File: src/rtl/key_cmd_gen_pkg.sv
// rtl/key_cmd_gen_pkg.sv - key indices and vector width shared with the LED state blocks
package key_cmd_gen_pkg;

  localparam int KEY_W     = 4;
  localparam int KEY_RESET = 0;
  localparam int KEY_IN    = 1;
  localparam int KEY_START = 2;
  localparam int KEY_PAUSE = 3;

  typedef logic [KEY_W-1:0] key_vec_t;

endpackage

File: src/rtl/key_cmd_gen_debounce.sv
// rtl/key_cmd_gen_debounce.sv - single-key 2-flop synchronizer, debouncer and press pulse
module key_debounce #(
  parameter int DEBOUNCE_CYCLES = 500000,
  parameter int CNT_W           = 20
) (
  input  logic clk,
  input  logic reset,
  input  logic key_n,
  output logic key_level,
  output logic press
);

  logic             sync1, sync2;
  logic             stable;
  logic [CNT_W-1:0] cnt;

  always_ff @(posedge clk) begin
    if (reset) begin
      sync1     <= 1'b1;
      sync2     <= 1'b1;
      stable    <= 1'b1;
      cnt       <= '0;
      key_level <= 1'b0;
      press     <= 1'b0;
    end else begin
      sync1 <= key_n;
      sync2 <= sync1;
      if (sync2 == stable) begin
        cnt <= '0;
      end else if (cnt == CNT_W'(DEBOUNCE_CYCLES - 1)) begin
        stable <= sync2;
        cnt    <= '0;
      end else begin
        cnt <= cnt + CNT_W'(1);
      end
      key_level <= ~stable;
      // rising edge of the registered level: one pulse per accepted press
      press     <= ~stable & ~key_level;
    end
  end

endmodule

File: src/rtl/key_cmd_gen.sv
// rtl/key_cmd_gen.sv - debounced push-buttons turned into pending commands held until a slow tick
module key_cmd_gen
  import key_cmd_gen_pkg::*;
#(
  parameter int DEBOUNCE_CYCLES = 500000,
  parameter int CNT_W           = 20
) (
  input  logic             clk,
  input  logic             reset,
  input  logic [KEY_W-1:0] key_n,
  input  logic             tick,
  output logic             cmd_reset,
  output logic             cmd_in,
  output logic             cmd_start,
  output logic             cmd_pause,
  output logic             run_mode,
  output logic [KEY_W-1:0] key_level,
  output logic [7:0]       drop_cnt
);

  key_vec_t   press;
  logic       p_reset, p_in, p_start, p_pause;
  key_vec_t   drop;
  logic [2:0] n_drop;
  logic [8:0] drop_sum;

  for (genvar g = 0; g < KEY_W; g++) begin : g_key
    key_debounce #(
      .DEBOUNCE_CYCLES(DEBOUNCE_CYCLES),
      .CNT_W          (CNT_W)
    ) u_deb (
      .clk      (clk),
      .reset    (reset),
      .key_n    (key_n[g]),
      .key_level(key_level[g]),
      .press    (press[g])
    );
  end

  // reset masks every other press; pause masks a simultaneous start
  always_comb begin
    p_reset = press[KEY_RESET];
    p_in    = press[KEY_IN] & ~p_reset;
    p_pause = press[KEY_PAUSE] & ~p_reset;
    p_start = press[KEY_START] & ~press[KEY_PAUSE] & ~p_reset;

    drop            = '0;
    drop[KEY_RESET] = p_reset & cmd_reset & ~tick;
    drop[KEY_IN]    = p_in & cmd_in & ~tick;
    drop[KEY_START] = p_start & cmd_start & ~tick;
    drop[KEY_PAUSE] = p_pause & cmd_pause & ~tick;

    n_drop = '0;
    for (int i = 0; i < KEY_W; i++) begin
      n_drop = n_drop + {2'b00, drop[i]};
    end
    drop_sum = {1'b0, drop_cnt} + {6'd0, n_drop};
  end

  always_ff @(posedge clk) begin
    if (reset) begin
      cmd_reset <= 1'b0;
      cmd_in    <= 1'b0;
      cmd_start <= 1'b0;
      cmd_pause <= 1'b0;
      run_mode  <= 1'b0;
      drop_cnt  <= '0;
    end else begin
      cmd_reset <= p_reset | (cmd_reset & ~tick);
      cmd_in    <= p_in | (~p_reset & cmd_in & ~tick);
      cmd_start <= p_start | (~p_reset & ~p_pause & cmd_start & ~tick);
      cmd_pause <= p_pause | (~p_reset & ~p_start & cmd_pause & ~tick);
      // consumer sees the commands pending before this tick
      if (tick) begin
        if (cmd_reset | cmd_pause) begin
          run_mode <= 1'b0;
        end else if (cmd_start) begin
          run_mode <= 1'b1;
        end
      end
      drop_cnt <= drop_sum[8] ? 8'hFF : drop_sum[7:0];
    end
  end

endmodule

File: config.mk
export PLATFORM = sky130hd
export DESIGN_NAME = key_cmd_gen
export DESIGN_NICKNAME = d
export VERILOG_FILES = /design/src/rtl/key_cmd_gen_pkg.sv /design/src/rtl/key_cmd_gen_debounce.sv /design/src/rtl/key_cmd_gen.sv
export SDC_FILE = /design/constraint.sdc
export NUM_CORES = 1
export LEC_CHECK = 0
export ABC_AREA = 0
export ABC_CLOCK_PERIOD_IN_PS = 2900
export BUFFER_PORTS_ARGS = -buffer_cell sky130_fd_sc_hd__clkbuf_2
export CAP_MARGIN = 20
export CORE_MARGIN = 2
export CORE_UTILIZATION = 60
export DETAILED_ROUTE_END_ITERATION = 12
export PLACE_DENSITY = 0.78
export SLEW_MARGIN = 25
export SYNTH_ARGS = -nofsm -noshare
export SYNTH_HDL_FRONTEND = slang
export SYNTH_SLANG_ARGS = --single-unit
File: constraint.sdc
create_clock -name clk -period 2.9 [get_ports clk]
set_clock_uncertainty 0.2 [all_clocks]
set_input_delay 0.435 -clock clk [delete_from_list [all_inputs] [get_ports clk]]
set_output_delay 0.435 -clock clk [all_outputs]
set_load 0.05 [all_outputs]
==> run metrics <==
Post-Synth Simple-Gate Area=between 20% and 30%; Max transition margin=between 50% and 60%; Achievable Freq=between 300 and 400 MHz; total iterations of the first detailed-routing run=4; Seq/Total Area, Yosys=a little under half; WL/cell=roughly 14 um; CTS tree=built; distinct cell type count after synthesis=49; Starting Density=between 60 and 70%; Setup-failing EPs final=0; largest net degree at the start of global routing=26; post-synthesis mux area share=less than 1%; Nets=slightly below 600; clock share of power=approximately 54%; Final GP Congestion=~0.85; xor and xnor area share after synthesis=10.6%; Area Overhead vs Synth=16.2%; CTS buffer count=17; Final HPWL DP=around 6300 um; run status=finished, final reports clean; initial DRC count=between 90 and 100; Via density=5.67; clock root buffer=clkbuf_8; maximum vdd drop=~0.43 mV; post-route setup slack=roughly 0.16 ns; Area after DPL=roughly 0.005 mm2; non-filler cells, final=roughly 690; vias in the first global route=around 3,800; fraction of power consumed by combinational cells=roughly 1.2%; synthesized flop and latch total=about 110; synthesized area per cell=8.93 um2; Crit. End Element=register; Worst setup SP type=register; design area=around 0.0057 mm2; CTS max path bufs=2; dpl ws=-0.121 ns; Compound-Gate Fraction of Synth Area=between 7 and 8%; largest family of logic cells by synthesized area=simple AND/OR/NAND/NOR gates; share of layout cells above drive strength 1=14.6%; top_reg_cell synth=dfxtp_1; Syn Nets=about 560; Crit Path Category=register to register; Fin. Hold Viols=0; row count=32; antenna violations before repair=0; total gr overflow=0; Die X=94.3 um; CORE AREA=0.00781 mm2; Filler cells=585; max cap viols=0; Pleak=about 1.9 nW; worst endpoint required time=between 3 and 4 ns; vias=just under 4,000; Post-synth ARST share=0%; post-route ant nets=0; internal power=between 2 and 3 mW; clock slew at reported path FFs=around 0.050 ns; Port Buffers=23; die height=roughly 94 um; clk sink count=about 110; RSZ-0062 raised after global routing=false; DRC=0; final WL=between 9000 and 10,000 um; final max-slew violation count=0; Cells after Synth=~550; synth top area cells=dfxtp_1 (46%), xnor2_1 (6.8%), nor2_1 (6.6%), xor2_1 (3.8%), nand4_1 (3.2%); Core Util, Final=72.9%; Period minus WS final=approximately 2.7 ns; final hold slack=between 0.06 and 0.07 ns; worst-path fanout max=6; first-pass GRT wire length=~17,000 um; GR Util All Layers=23.4%; worst skew pair latency=around 0.5 ns; Worst-Margin Slew=0.718 ns; Hold WC Path Type=primary input to register; Commonest cells post-synth=dfxtp_1 (113), nor2_1 (86), xnor2_1 (38), a21oi_1 (29), nand3_1 (29); most used standard cell by instance count after synthesis=dfxtp_1; PwrDens=about 620 mW/mm2; Psw=slightly above 0.7 mW; fin crit share=94.4%; Post-Synth Adder-Cell Area=under 10%; area leader, netlist=dfxtp_1; YS warnings=0; die area=0.00890 mm2; ant diodes=0; H-tree depth=4; Synth Cell Area=0.00490 mm2; Flop pwr share=~45%; arrival time worst endpoint=2.97 ns; switch share=between 20% and 30%; # IOs=24; cell count after placement=between 600 and 700; share of the synthesized area in the top cell type=a little under half; Post-synth EDFFs=0; # Post-CTS Setup Buffers=0
[path summary, 6_finish.rpt]
check	slack [ns]	depth (start not counted)	from	endpoint
hold reg to reg	0.21	1	g_key[0].u_deb.sync1	g_key[0].u_deb.sync2
setup / recovery	0.16	9	g_key[0].u_deb.press	drop_cnt[1]
hold / removal	0.06	4	tick	cmd_reset
setup reg to reg	0.16	9	g_key[0].u_deb.press	drop_cnt[1]
[worst max-delay path, cell delays in order (launching register included)]
cell and delay (ns):
dfxtp_2 0.35, nor2_2 0.10, nand4b_1 0.12, fa_1 0.48
fa_2 0.42, inv_1 0.08, fa_2 0.22, and4_2 0.26
nand4_1 0.22, a21oi_1 0.21
[flip-flops by register name, indices dropped and copies added (netlist names)]
name                   flops
cmd_pause                  1
g_key.u_deb.key_level      4
cmd_start                  1
g_key.u_deb.cnt           80
g_key.u_deb.sync2          4
g_key.u_deb.sync1          4
g_key.u_deb.stable         4
drop_cnt                   8
g_key.u_deb.press          4
cmd_reset                  1
cmd_in                     1
run_mode                   1
[routing by layer]
metal	track usage [%]	share of wire, %
met1	27.4	46
met2	40.8	50
met3	6.94	3.2
met4	7.85	0.66
met5	0	0
[cell families after synthesis]
group,Yosys count
buf+inv,36
mux,4
simple gates,268
flops,113
xor+xnor,59
fa+ha+maj,8
compound gates,60
[per-stage QoR]
step	power, mW	TNS (ns)
CTS	3.55	0
global placement	1.63	-0.153
finish	3.51	0
global route	3.63	0
detailed placement	1.64	-0.476
floorplan	1.62	0
[cell usage in the layout, fill, tap and decap left out, types with 6 or more instances in the layout]
cell type / n
a21oi_1: 29
and3_1: 6
buf_4: 6
clkbuf_16: 16
clkbuf_2: 23
dfxtp_1: 111
inv_1: 16
nand2_1: 25
nand3_1: 29
nand4_1: 25
nor2_1: 85
nor3_1: 22
nor4_1: 13
o21ai_0: 17
or2_2: 10
or3_1: 16
or4_1: 7
xnor2_1: 38
xor2_1: 21
[power groups by stage]
stage | Sequential (mW) | Clock [mW] | Combinational [mW]
floorplan | 1.60 | 0 | 0.0249
global route | 1.56 | 2.02 | 0.0484
CTS | 1.56 | 1.94 | 0.0434
finish | 1.56 | 1.91 | 0.0434
detailed placement | 1.60 | 0 | 0.0391
global placement | 1.60 | 0 | 0.0380
[repair_timing]
| item | 4_1_cts | 5_1_grt |
|---|---|---|
| gates resized for setup | 0 | 6 |
| endpoints found under the hold margin | 4 | 0 |
| endpoints found under the setup margin | 0 | 6 |
| hold buffers | 4 | 0 |
[area by class of cell]
cell class                      instances  area [um2]  area share (%)
Multi-Input combinational cell        399        2490            43.7
Sequential cell                       113        2260            39.8
Clock buffer                           19         432            7.59
Timing Repair Buffer                   33         200            3.52
Tap cell                              102         128            2.24
Clock inverter                         11         116            2.05
Inverter                               16        60.1            1.06
No activity file was read; power rests on OpenSTA's default activity.
